File: config.mk
export PLATFORM = sky130hd
export DESIGN_NAME = mem_port_arbiter
export DESIGN_NICKNAME = d
export VERILOG_FILES = /design/src/rtl/mem_arb_pkg.sv /design/src/rtl/rr_pick2.sv /design/src/rtl/mem_port_arbiter.sv
export SDC_FILE = /design/constraint.sdc
export NUM_CORES = 1
export LEC_CHECK = 0
export CORE_ASPECT_RATIO = 0.6
export CORE_MARGIN = 2
export CORE_UTILIZATION = 30
export CTS_CLUSTER_DIAMETER = 60
export DETAILED_ROUTE_END_ITERATION = 10
export PLACE_DENSITY = 0.64
export SYNTH_ARGS = -nofsm -noshare
export SYNTH_HDL_FRONTEND = slang
export SYNTH_SLANG_ARGS = --single-unit
File: constraint.sdc
create_clock -name clk -period 2 [get_ports clk]
set_input_delay 0.4 -clock clk [delete_from_list [all_inputs] [get_ports clk]]
set_output_delay 0.4 -clock clk [all_outputs]
set_load 0.05 [all_outputs]
File: src/rtl/mem_arb_pkg.sv
// Shared types and constants for the two-requester memory port arbiter.
package mem_arb_pkg;

    typedef enum logic [1:0] {IDLE, ISSUE, IO_HOLD, LOCKED} arbState_t;

    localparam logic REQ0 = 1'b0;
    localparam logic REQ1 = 1'b1;

    localparam logic [15:0] IO_BASE_DFLT = 16'hC000;

    // Read tracking entry: outstanding read and which requester it belongs to.
    typedef struct packed {
        logic vld;
        logic id;
    } rdTag_t;

endpackage

File: src/rtl/rr_pick2.sv
// Combinational two-way round-robin picker: on contention the requester that did not win last goes first.
module rr_pick2 (
    input  logic [1:0] req,
    input  logic       last,
    output logic [1:0] gnt
);

    always_comb begin
        gnt = 2'b00;
        if (req[0] && (!req[1] || last)) gnt = 2'b01;
        else if (req[1])                 gnt = 2'b10;
    end

endmodule

File: src/rtl/mem_port_arbiter.sv
// Round-robin arbiter sharing one memory port between two requesters, with ordered read return.
// Define ARB_LOCK_EN to add lock0/lock1 for atomic read-modify-write sequences.
module mem_port_arbiter
    import mem_arb_pkg::*;
#(
    parameter int                    DATA_WIDTH = 16,
    parameter int                    ADDR_WIDTH = 16,
    parameter logic [ADDR_WIDTH-1:0] IO_BASE    = ADDR_WIDTH'(IO_BASE_DFLT)
) (
    input  logic                  clk,
    input  logic                  reset,
    input  logic                  req0,
    input  logic                  we0,
    input  logic [ADDR_WIDTH-1:0] addr0,
    input  logic [DATA_WIDTH-1:0] wdata0,
    output logic                  gnt0,
    output logic                  rvalid0,
    output logic [DATA_WIDTH-1:0] rdata0,
    input  logic                  req1,
    input  logic                  we1,
    input  logic [ADDR_WIDTH-1:0] addr1,
    input  logic [DATA_WIDTH-1:0] wdata1,
    output logic                  gnt1,
    output logic                  rvalid1,
    output logic [DATA_WIDTH-1:0] rdata1,
`ifdef ARB_LOCK_EN
    input  logic                  lock0,
    input  logic                  lock1,
`endif
    output logic [ADDR_WIDTH-1:0] mem_addr,
    output logic [DATA_WIDTH-1:0] mem_wdata,
    output logic                  mem_we,
    input  logic [DATA_WIDTH-1:0] mem_rdata
);

    arbState_t             state, stateNxt;
    logic                  last;
    rdTag_t [1:0]          rdPipe;
    logic                  ioOnPort;
    logic                  arbEn, granted, win, lockNxt;
    logic [1:0]            reqElig, gnt;
    logic                  cWe;
    logic [ADDR_WIDTH-1:0] cAddr;
    logic [DATA_WIDTH-1:0] cWdata;
    logic [DATA_WIDTH-1:0] rdHeld0, rdHeld1;

    // An I/O read is decoded from the live address, so the port stays frozen both
    // while it sits on the port (ioOnPort) and while its data returns (IO_HOLD).
    assign arbEn = !reset && (state != IO_HOLD) && !ioOnPort;

`ifdef ARB_LOCK_EN
    logic lockHeld, lockOwner, lockStill, winLock;

    assign lockStill = lockHeld && (lockOwner ? lock1 : lock0);
    assign winLock   = win ? lock1 : lock0;
    assign lockNxt   = (granted && winLock) || lockStill;

    always_comb begin
        reqElig = arbEn ? {req1, req0} : 2'b00;
        if (lockStill) reqElig[~lockOwner] = 1'b0;
    end

    always_ff @(posedge clk) begin
        if (reset) begin
            lockHeld  <= 1'b0;
            lockOwner <= REQ0;
        end else if (granted && winLock) begin
            lockHeld  <= 1'b1;
            lockOwner <= win;
        end else if (!lockStill) begin
            lockHeld  <= 1'b0;
        end
    end
`else
    assign reqElig = arbEn ? {req1, req0} : 2'b00;
    assign lockNxt = 1'b0;
`endif

    rr_pick2 uPick (.req(reqElig), .last(last), .gnt(gnt));

    assign gnt0    = gnt[0];
    assign gnt1    = gnt[1];
    assign granted = |gnt;
    assign win     = gnt[1];
    assign cWe     = win ? we1    : we0;
    assign cAddr   = win ? addr1  : addr0;
    assign cWdata  = win ? wdata1 : wdata0;

    always_ff @(posedge clk) begin
        if (reset) state <= IDLE;
        else       state <= stateNxt;
    end

    always_comb begin
        stateNxt = IDLE;
        if (ioOnPort)     stateNxt = IO_HOLD;
        else if (lockNxt) stateNxt = LOCKED;
        else if (granted) stateNxt = ISSUE;
    end

    always_ff @(posedge clk) begin
        if (reset) begin
            mem_addr  <= '0;
            mem_wdata <= '0;
            mem_we    <= 1'b0;
            last      <= REQ1;
            rdPipe    <= '0;
            ioOnPort  <= 1'b0;
            rdHeld0   <= '0;
            rdHeld1   <= '0;
        end else begin
            mem_we <= 1'b0;
            if (granted) begin
                mem_addr  <= cAddr;
                mem_wdata <= cWdata;
                mem_we    <= cWe;
                last      <= win;
            end
            rdPipe[0] <= {granted && !cWe, win};
            rdPipe[1] <= rdPipe[0];
            ioOnPort  <= granted && !cWe && (cAddr >= IO_BASE);
            if (rvalid0) rdHeld0 <= mem_rdata;
            if (rvalid1) rdHeld1 <= mem_rdata;
        end
    end

    // Memory registers the address one cycle after issue, so rdata is passed straight through.
    assign rvalid0 = !reset && rdPipe[1].vld && (rdPipe[1].id == REQ0);
    assign rvalid1 = !reset && rdPipe[1].vld && (rdPipe[1].id == REQ1);
    assign rdata0  = rvalid0 ? mem_rdata : rdHeld0;
    assign rdata1  = rvalid1 ? mem_rdata : rdHeld1;

    gntOneHot: assert property (@(posedge clk) !(gnt0 && gnt1));

endmodule

==> impl_metrics.tcl, run 1 <==
set metrics [dict create \
    path_max_fanout 4 \
    rsz0062_at_grt "yes" \
    violations "setup timing" \
    clk_pin_slew_ns 0.06 \
    rows 29 \
    htreeDepth 3 \
    syn_area_um2 3197 \
    slew_headroom_pct 63.94 \
    end_kind "output pin" \
    yosys.area.top_type "dfxtp_1" \
    syn_inst 280 \
    area_delta_synth_final_pct 69.35 \
    synth_area_leaders "dfxtp_1 46%, mux2i_1 19%, mux2_2 11%" \
    holdCritPathClass "register to register" \
    start_util_pct 30.49 \
    max_slew.worst_pin.slew_ns 0.5392 \
    reg2reg_slack_ns 0.58 \
    final-seq-area_um2 1466 \
    drt_iter0_markers 70 \
    finalPower_mw 4.358 \
    gp_congestion 0.6781 \
    ys_ff_latch 73 \
    wirelength_mm 8.597 \
    grt-ovfl-total 0 \
    via_count 2555 \
    nets 531 \
    wl_per_cell_um 14.60 \
    worstSetupStartpointType "register" \
    grt_usage_pct 14.89 \
    max-cap-violations 0 \
    grt_antenna_before_repair 0 \
    die_y_um 83.96 \
    synth_top_cell_area_share_pct 45.71 \
    final_cell_mix "116 x clkdlybuf4s50_1, 71 x dfxtp_1, 62 x mux2i_1, 36 x nor2b_1, 33 x nand2b_1" \
    synthesis.nets 366 \
    die_area_um2 11520 \
    dp_hpwl_mm 5.963 \
    drive_gt1_share_pct 24.89 \
    leakagePower_nw 2.371 \
    layout_min_cycle_time_ns 2.040 \
    synth.distinct_cells 30 \
    via_per_inst 4.338 \
    grt_max_degree 38 \
    grt_pass1_vias 2627 \
    fillCellCount 961 \
    die_width_um 137.3 \
    min_period_over_period_pct 102.0 \
    multi_input_area_um2 1670 \
    fin_skew_ns 0.004586 \
    fmax_mhz 490.1 \
    drv_slew 0 \
    rr_startpoint "last" \
    min_from "rdPipe[0]" \
    cts-buffers-inserted 9 \
    clkLatencyLatePin_ns 0.33 \
    cts_root_buffer "clkbuf_16" \
    power_density_nw_per_um2 805.0 \
    cts.sinks 73 \
    remaining_drc_errors 0 \
    crit_arrival_ns 1.64 \
    run_status "finished with violations" \
    layout_commonest_cell "clkdlybuf4s50_1" \
    crit_type "register to output pin" \
    yosys_warnings 0 \
    grt_pass1_wl_mm 13.23 \
    port_buffers 154 \
    avgSynthCellArea_um2 11.42 \
    core_um2 10490 \
    clockBufferDepth 2 \
    required_ns 1.60 \
    pin_count 155 \
    hold_violations 0 \
    setup_viol 27 \
    n_antenna_cell 0 \
    ant_nets 0 \
    cts_tree "built" \
    setup_slack_ns -0.04031 \
    drt-pass1-iter-count 4 \
    ir_worst_vdd_mv 0.3873 \
    whs_ns 0.4429 \
    startpoint "rdPipe[2]" \
    ys_seq_area_share_pct 45.71 \
]
cells in the mapped netlist:
| cell | number |
|---|---|
| nor3b_4 | 1 |
| dfxtp_1 | 73 |
| and3_2 | 1 |
| nand3b_4 | 1 |
| mux2i_1 | 62 |
| clkbuf_1 | 7 |
| buf_6 | 1 |
| nor2b_1 | 36 |
| a21boi_0 | 2 |
| a211o_1 | 1 |
| buf_8 | 3 |
| nand3_1 | 1 |
| o31ai_1 | 1 |
| mux2_2 | 31 |
| buf_2 | 3 |
| or2_4 | 1 |
| nand2_1 | 2 |
| nand2b_1 | 33 |
| nor3_4 | 1 |
| nor3_1 | 1 |
| a21bo_2 | 1 |
| nor2_1 | 5 |
| a32oi_1 | 1 |
| mux2_1 | 1 |
| buf_4 | 3 |
| a211oi_1 | 1 |
| inv_1 | 2 |
| nand4_1 | 1 |
| nand3b_1 | 2 |
| o32ai_1 | 1 |
through the flow:
stage	utilization (%)	instances	cell area (um^2)	TNS (ns)	worst slack, ns
finish	51.63	589	5414	-0.5881	-0.04031
global route	51.63	589	5414	-2.394	-0.09206
CTS	50.58	588	5304	-1.267	-0.08775
detailed placement	46.37	568	4862	0	0.05273
global placement	46.37	568	4862	0	0.07053
floorplan	-	280	3203	0	0.01482
registers in the layout, summed over array words and instances (netlist names):
register	flops
mem_addr	16
mem_wdata	16
rdHeld0	16
rdHeld1	16
rdPipe	4
state	2
ioOnPort	1
last	1
mem_we	1
critical path, stage by stage, from the launching register on:
cell	delay (ns)
dfxtp_4	0.36
nor3b_4	0.17
buf_6	0.16
clkbuf_16	0.16
mux2_4	0.31
buf_6	0.15
logic make-up after synthesis:
logic type | after synthesis | share of synthesized area, %
flops | 73 | 45.71
buf+inv | 19 | 3.992
simple gates | 86 | 17.53
compound gates | 8 | 2.075
mux | 94 | 30.68
layout make-up:
cell class              count  share of cell area [%]
inverters                   2                  0.1387
multi-input cells         188                   30.85
flip-flops and latches     73                   27.09
clock inverters             6                   1.664
well taps                 139                   3.212
clock buffers              10                   4.414
repair buffers            171                   32.63
where the power goes:
group	leakage, nW	switching, mW	internal (mW)
Clock	0.159	0.625	1.13
Sequential	0.600	0.0448	1.55
Combinational	1.61	0.546	0.466
worst paths after layout:
check                                    end  cells past startpoint
worst min-delay path               rdPipe[2]                      1
worst max register to register  mem_addr[13]                      5
worst min register to register     rdPipe[2]                      1
worst max-delay path               rdata0[7]                      5
timing repair:
| item | CTS | global route |
|---|---|---|
| gates cloned | 1 | 1 |
| hold buffers | 0 | 0 |
| pin swaps | 0 | 1 |
| gates resized for setup | 19 | 31 |
| buffers inserted | 3 | 2 |
| endpoints found under the hold margin | 0 | 0 |
| endpoints found under the setup margin | 32 | 29 |
layer usage:
| layer | vias to the layer above | share of wire (%) | global-route usage [%] | wire length [um] |
|---|---|---|---|---|
| met5 | - | 0 | 0 | 0 |
| met4 | 0 | 1.0 | 3.936 | 88 |
| met3 | 9 | 8.7 | 6.557 | 746 |
| met2 | 92 | 42 | 23.47 | 3609 |
| met1 | 1170 | 48 | 18.47 | 4152 |
| li1 | 1284 | - | - | - |
Note: power is estimated with default switching activity, not from simulation.
==> inputs of run 2 (changes only) <==
==> constraint.sdc (replaced) <==
create_clock -name clk -period 2 [get_ports clk]
set_input_delay 0.4 -clock clk [delete_from_list [all_inputs] [get_ports clk]]
set_output_delay 0.4 -clock clk [all_outputs]
set_load 0.01 [all_outputs]
==> run 2 against run 1 <==
The flow still finishes with violations (setup timing). Worst hold slack got worse by 0.074 ns. Die area did not move. Clock power fell by 10%. Sequential power barely moved. Clock-buffer cell count rose by 3. Clock skew fell by 0.0014 ns. Fmax fell by 0.98%. Routed wire length fell by 1.1%. Register-to-register slack got worse by 0.10 ns. Via count rose by 1.6%. Critical path depth did not move. Power fell by 11%. Highest routed layer unchanged.
==> impl_metrics.tcl, run 2 (same netlist as run 1, synthesis figures left out) <==
set metrics [dict create \
    gp_congestion 0.7087 \
    setup_viol 8 \
    leakagePower_nw 2.450 \
    final_cell_mix "117 x clkdlybuf4s50_1, 71 x dfxtp_1, 62 x mux2i_1, 36 x nor2b_1, 33 x nand2b_1" \
    worstSetupStartpointType "register" \
    max_slew.worst_pin.slew_ns 0.5647 \
    path_depth 5 \
    slew_headroom_pct 62.35 \
    cts-buffers-inserted 9 \
    path_max_fanout 8 \
    slowest_stage "dfxtp_4" \
    dp.cells 572 \
    nets 547 \
    cts.sinks 73 \
    rsz0062_at_grt "yes" \
    power_density_nw_per_um2 719.5 \
    grt_usage_pct 15.00 \
    grt_max_degree 35 \
    crit_type "register to output pin" \
    cp_top_family "buffers and inverters" \
    required_ns 1.60 \
    layout_commonest_cell "clkdlybuf4s50_1" \
    die_width_um 137.3 \
    via_per_inst 4.289 \
    cts_root_buffer "clkbuf_16" \
    wl_per_cell_um 14.05 \
    wirelength_mm 8.500 \
    core_um2 10490 \
    final_area_um2 5406 \
    rows 29 \
    drt_iter0_markers 48 \
    path_common_cell "buf_6" \
    finalPower_mw 3.890 \
    grt_pass1_vias 2597 \
    rr_startpoint "last" \
    port_buffers 154 \
    holdPathStages 2 \
    layout_min_cycle_time_ns 2.061 \
    fin_cells 605 \
    start_util_pct 30.49 \
    dp_hpwl_mm 5.777 \
    r2r_end "mem_wdata[3]" \
    holdCritPathClass "input port to register" \
    ant_nets 0 \
    clk_pin_slew_ns 0.05 \
    ir_worst_vdd_mv 0.3987 \
    crit_arrival_ns 1.66 \
    cp_cell_sequence "nor3b_4 -> buf_6 -> buf_4 -> mux2_4 -> buf_6" \
    n_antenna_cell 0 \
    remaining_drc_errors 0 \
    clockBufferDepth 2 \
    cts_tree "built" \
    fin_skew_ns 0.003178 \
    max-cap-violations 0 \
    whs_ns 0.3691 \
    die_area_um2 11520 \
    crit_path_max_incr_delay_ns 0.36 \
    clkLatencyLatePin_ns 0.33 \
    die_y_um 83.96 \
    via_count 2595 \
    pin_count 155 \
    grt-ovfl-total 0 \
    reg2reg_slack_ns 0.48 \
    reg2regPathDepth 4 \
    violations "setup timing" \
    run_status "finished with violations" \
    setup_slack_ns -0.06056 \
    drive_gt1_share_pct 25.11 \
    grt_pass1_wl_mm 13.24 \
    min_from "reset" \
    drt-pass1-iter-count 4 \
    grt_antenna_before_repair 0 \
    fin_util_pct 51.56 \
    cts_hold_buffers 0 \
    dpl_cell_area_um2 4932 \
    crit_buf_inv 3 \
    drv_slew 0 \
    htreeDepth 3 \
    area_delta_synth_final_pct 69.12 \
    min_period_over_period_pct 103.0 \
    hold_violations 0 \
    fmax_mhz 485.3 \
    end_kind "output pin" \
    startpoint "rdPipe[2]" \
    min_to "rdPipe[2]" \
]
-- run 2: cell count changes in the layout (fill, tap and decap cells not counted), moves of 3 or more --
cell / previous run / this run
dlygate4sd2_1: 0 / 6
buf_6: 10 / 24
clkbuf_2: 0 / 7
clkbuf_1: 0 / 3
buf_4: 29 / 23
buf_2: 1 / 7
buf_8: 7 / 0
buf_12: 7 / 2
-- run 2: final cells by class --
class                   instances  area, um^2
clock buffers                  13       250.2
well taps                     139       173.9
clock inverters                 3       40.04
fillers                       941        5080
repair buffers                186        1777
multi-input cells             189        1692
inverters                       2       7.507
flip-flops and latches         73        1466
-- run 2: how the worst max path moves through the flow --
stage / slack, ns / endpoint
CTS: -0.20 / rdata0[9]
global route: -0.13 / rdata0[4]
detailed placement: -0.21 / rdata0[10]
finish: -0.06 / rdata0[11]
global placement: -0.21 / gnt1
floorplan: 0.14 / rdata0[1]
-- run 2: timing repair --
action	CTS	global route
pin swaps	1	2
endpoints found under the setup margin	36	27
resized for setup	119	47
cloned	2	0
setup buffers	12	6
-- run 2: per-stage QoR --
step / TNS, ns / worst slack [ns]
after detailed placement: -7.718 / -0.2093
after global placement: -6.490 / -0.2113
after floorplan: 0 / 0.1394
after global routing: -1.301 / -0.1285
final: -0.3919 / -0.06056
after CTS: -1.678 / -0.1977
-- run 2: report_power, final --
part / switching (mW) / internal [mW] / total (mW)
sequential: 0.0438 / 1.55 / 1.59
combinational: 0.268 / 0.457 / 0.725
clock: 0.578 / 0.996 / 1.57
-- run 2: metal layers --
layer | vias up | track usage [%] | wire [um] | part of all wire [%]
li1 | 1316 | - | - | -
met1 | 1179 | 20.36 | 4215 | 50
met2 | 90 | 21.39 | 3496 | 41
met3 | 10 | 6.679 | 704 | 8.3
met4 | 0 | 4.124 | 83 | 0.98
met5 | - | 0 | 0 | 0
==> inputs of run 3 (changes only) <==
--- a/config.mk
+++ b/config.mk
@@ -10,6 +10,7 @@
 export CORE_UTILIZATION = 30
 export CTS_CLUSTER_DIAMETER = 60
 export DETAILED_ROUTE_END_ITERATION = 10
+export MAX_ROUTING_LAYER = met4
 export PLACE_DENSITY = 0.64
 export SYNTH_ARGS = -nofsm -noshare
 export SYNTH_HDL_FRONTEND = slang
==> run 3 against run 2 <==
The run still ends with setup timing left. Non-clock buffer count stayed put. Sequential power barely moved. Combinational power is essentially flat. Clock skew about the same. Routed wire length increased by 0.20%. Register-to-register slack about the same. Clock power hardly changed. Critical endpoint unchanged. Highest routed layer unchanged.
==> impl_metrics.tcl, run 3 (same netlist as run 1, synthesis figures left out) <==
set metrics [dict create \
    die_width_um 137.3 \
    grt_use_met1_pct 20.77 \
    path_depth 5 \
    via_count 2597 \
    clkLatencyLatePin_ns 0.33 \
    use_met3_pct 5.829 \
    cts.sinks 73 \
    layout_min_cycle_time_ns 2.061 \
    ant_nets 0 \
    crit_type "register to output pin" \
    die_area_um2 11520 \
    cts_tree "built" \
    nets 547 \
    slew_headroom_pct 62.23 \
    area_delta_synth_final_pct 69.12 \
    die_y_um 83.96 \
    htreeDepth 3 \
    drt-pass1-iter-count 4 \
    drive_gt1_share_pct 25.11 \
    hold_violations 0 \
    core_um2 10490 \
    min_period_over_period_pct 103.1 \
    port_buffers 154 \
    rows 29 \
    slowest_stage "dfxtp_4" \
    grt_pass1_vias 2606 \
    path_max_fanout 8 \
    grt-ovfl-total 0 \
    grtUsageMet2_pct 21.57 \
    setup_slack_ns -0.06139 \
    layout_commonest_cell "clkdlybuf4s50_1" \
    pin_count 155 \
    final_cell_mix "117 x clkdlybuf4s50_1, 71 x dfxtp_1, 62 x mux2i_1, 36 x nor2b_1, 33 x nand2b_1" \
    holdCritPathClass "input port to register" \
    max_slew.worst_pin.slew_ns 0.5665 \
    dp_hpwl_mm 5.777 \
    max-cap-violations 0 \
    crit_buf_inv 3 \
    whs_ns 0.3723 \
    cp_cell_sequence "nor3b_4 -> buf_6 -> buf_4 -> mux2_4 -> buf_6" \
    fmax_mhz 485.1 \
    wl_per_cell_um 14.08 \
    violations "setup timing" \
    fin_util_pct 51.56 \
    start_util_pct 30.49 \
    fin_skew_ns 0.003677 \
    cts_hold_buffers 0 \
    cts_root_buffer "clkbuf_16" \
    ir_worst_vdd_mv 0.3980 \
    drv_slew 0 \
    power_density_nw_per_um2 719.1 \
    drt_iter0_markers 52 \
    rsz0062_at_grt "yes" \
    crit_path_max_incr_delay_ns 0.36 \
    busiest_layer "met2" \
    run_status "finished with violations" \
    holdPathStages 2 \
    leakagePower_nw 2.450 \
    end_kind "output pin" \
    cp_top_family "buffers and inverters" \
    n_antenna_cell 0 \
    clk_pin_slew_ns 0.05 \
    grt_antenna_before_repair 0 \
    required_ns 1.60 \
    via_per_inst 4.293 \
    cts-buffers-inserted 9 \
    remaining_drc_errors 0 \
    grt_pass1_wl_mm 13.21 \
    grt_usage_pct 15.44 \
    setup_viol 8 \
    grt_max_degree 35 \
    crit_arrival_ns 1.66 \
    gp_congestion 0.7167 \
    reg2regPathDepth 4 \
    wirelength_mm 8.517 \
    worstSetupStartpointType "register" \
    path_common_cell "buf_6" \
    clockBufferDepth 2 \
]
[run 3: cell counts in the layout (fill, tap and decap cells not counted)]
No cell type changed its count.
[run 3: metrics by stage]
stage	setup TNS (ns)	cell area [um^2]	cells	setup slack (ns)	total power [mW]
global placement	-6.490	4932	572	-0.2113	2.322
CTS	-1.678	5388	602	-0.1977	3.941
floorplan	0	3197	280	0.1394	1.916
detailed placement	-7.718	4932	572	-0.2093	2.332
global route	-1.329	5406	605	-0.1302	4.078
finish	-0.4037	5406	605	-0.06139	3.888
[run 3: area by class of cell]
class	instances	area, um^2
clock buffer	13	250.2
clock inverter	3	40.04
fill	941	5080
inverter	2	7.507
multi-input combinational	189	1692
sequential	73	1466
tap	139	173.9
timing repair buffer	186	1777
[run 3: power breakdown]
group          leakage [nW]  total (mW)  switching (mW)  internal, mW
Clock                 0.144        1.57           0.574         0.996
Combinational          1.71       0.726           0.269         0.457
Sequential            0.600        1.59          0.0439          1.55
Total                  2.45        3.89           0.887          3.00
[run 3: repair_timing]
action                     CTS  global route
setup endpoints to repair   36            27
resized for setup          119            47
setup buffers               12             6
pin swaps                    1             2
cloned                       2             0
[run 3: worst paths after layout]
path                                start           end  slack [ns]
worst max-delay path            rdPipe[2]    rdata0[11]       -0.06
worst min-delay path                reset     rdPipe[2]        0.37
worst max register to register       last  mem_wdata[3]        0.48
worst min register to register  rdPipe[0]     rdPipe[2]        0.44
[run 3: worst reg2reg max path, stage by stage, from the launching register on]
cell and delay, ns:
dfxtp_1 0.36, a21bo_2 0.15, buf_4 0.48, mux2i_1 0.32, mux2i_1 0.10
[run 3: metal layers]
layer	vias to the layer above	wire (um)	share of wire [%]
met1	1183	4329	51
met5	-	0	0
met4	0	82	0.96
met3	10	612	7.2
met2	90	3493	41
li1	1314	-	-
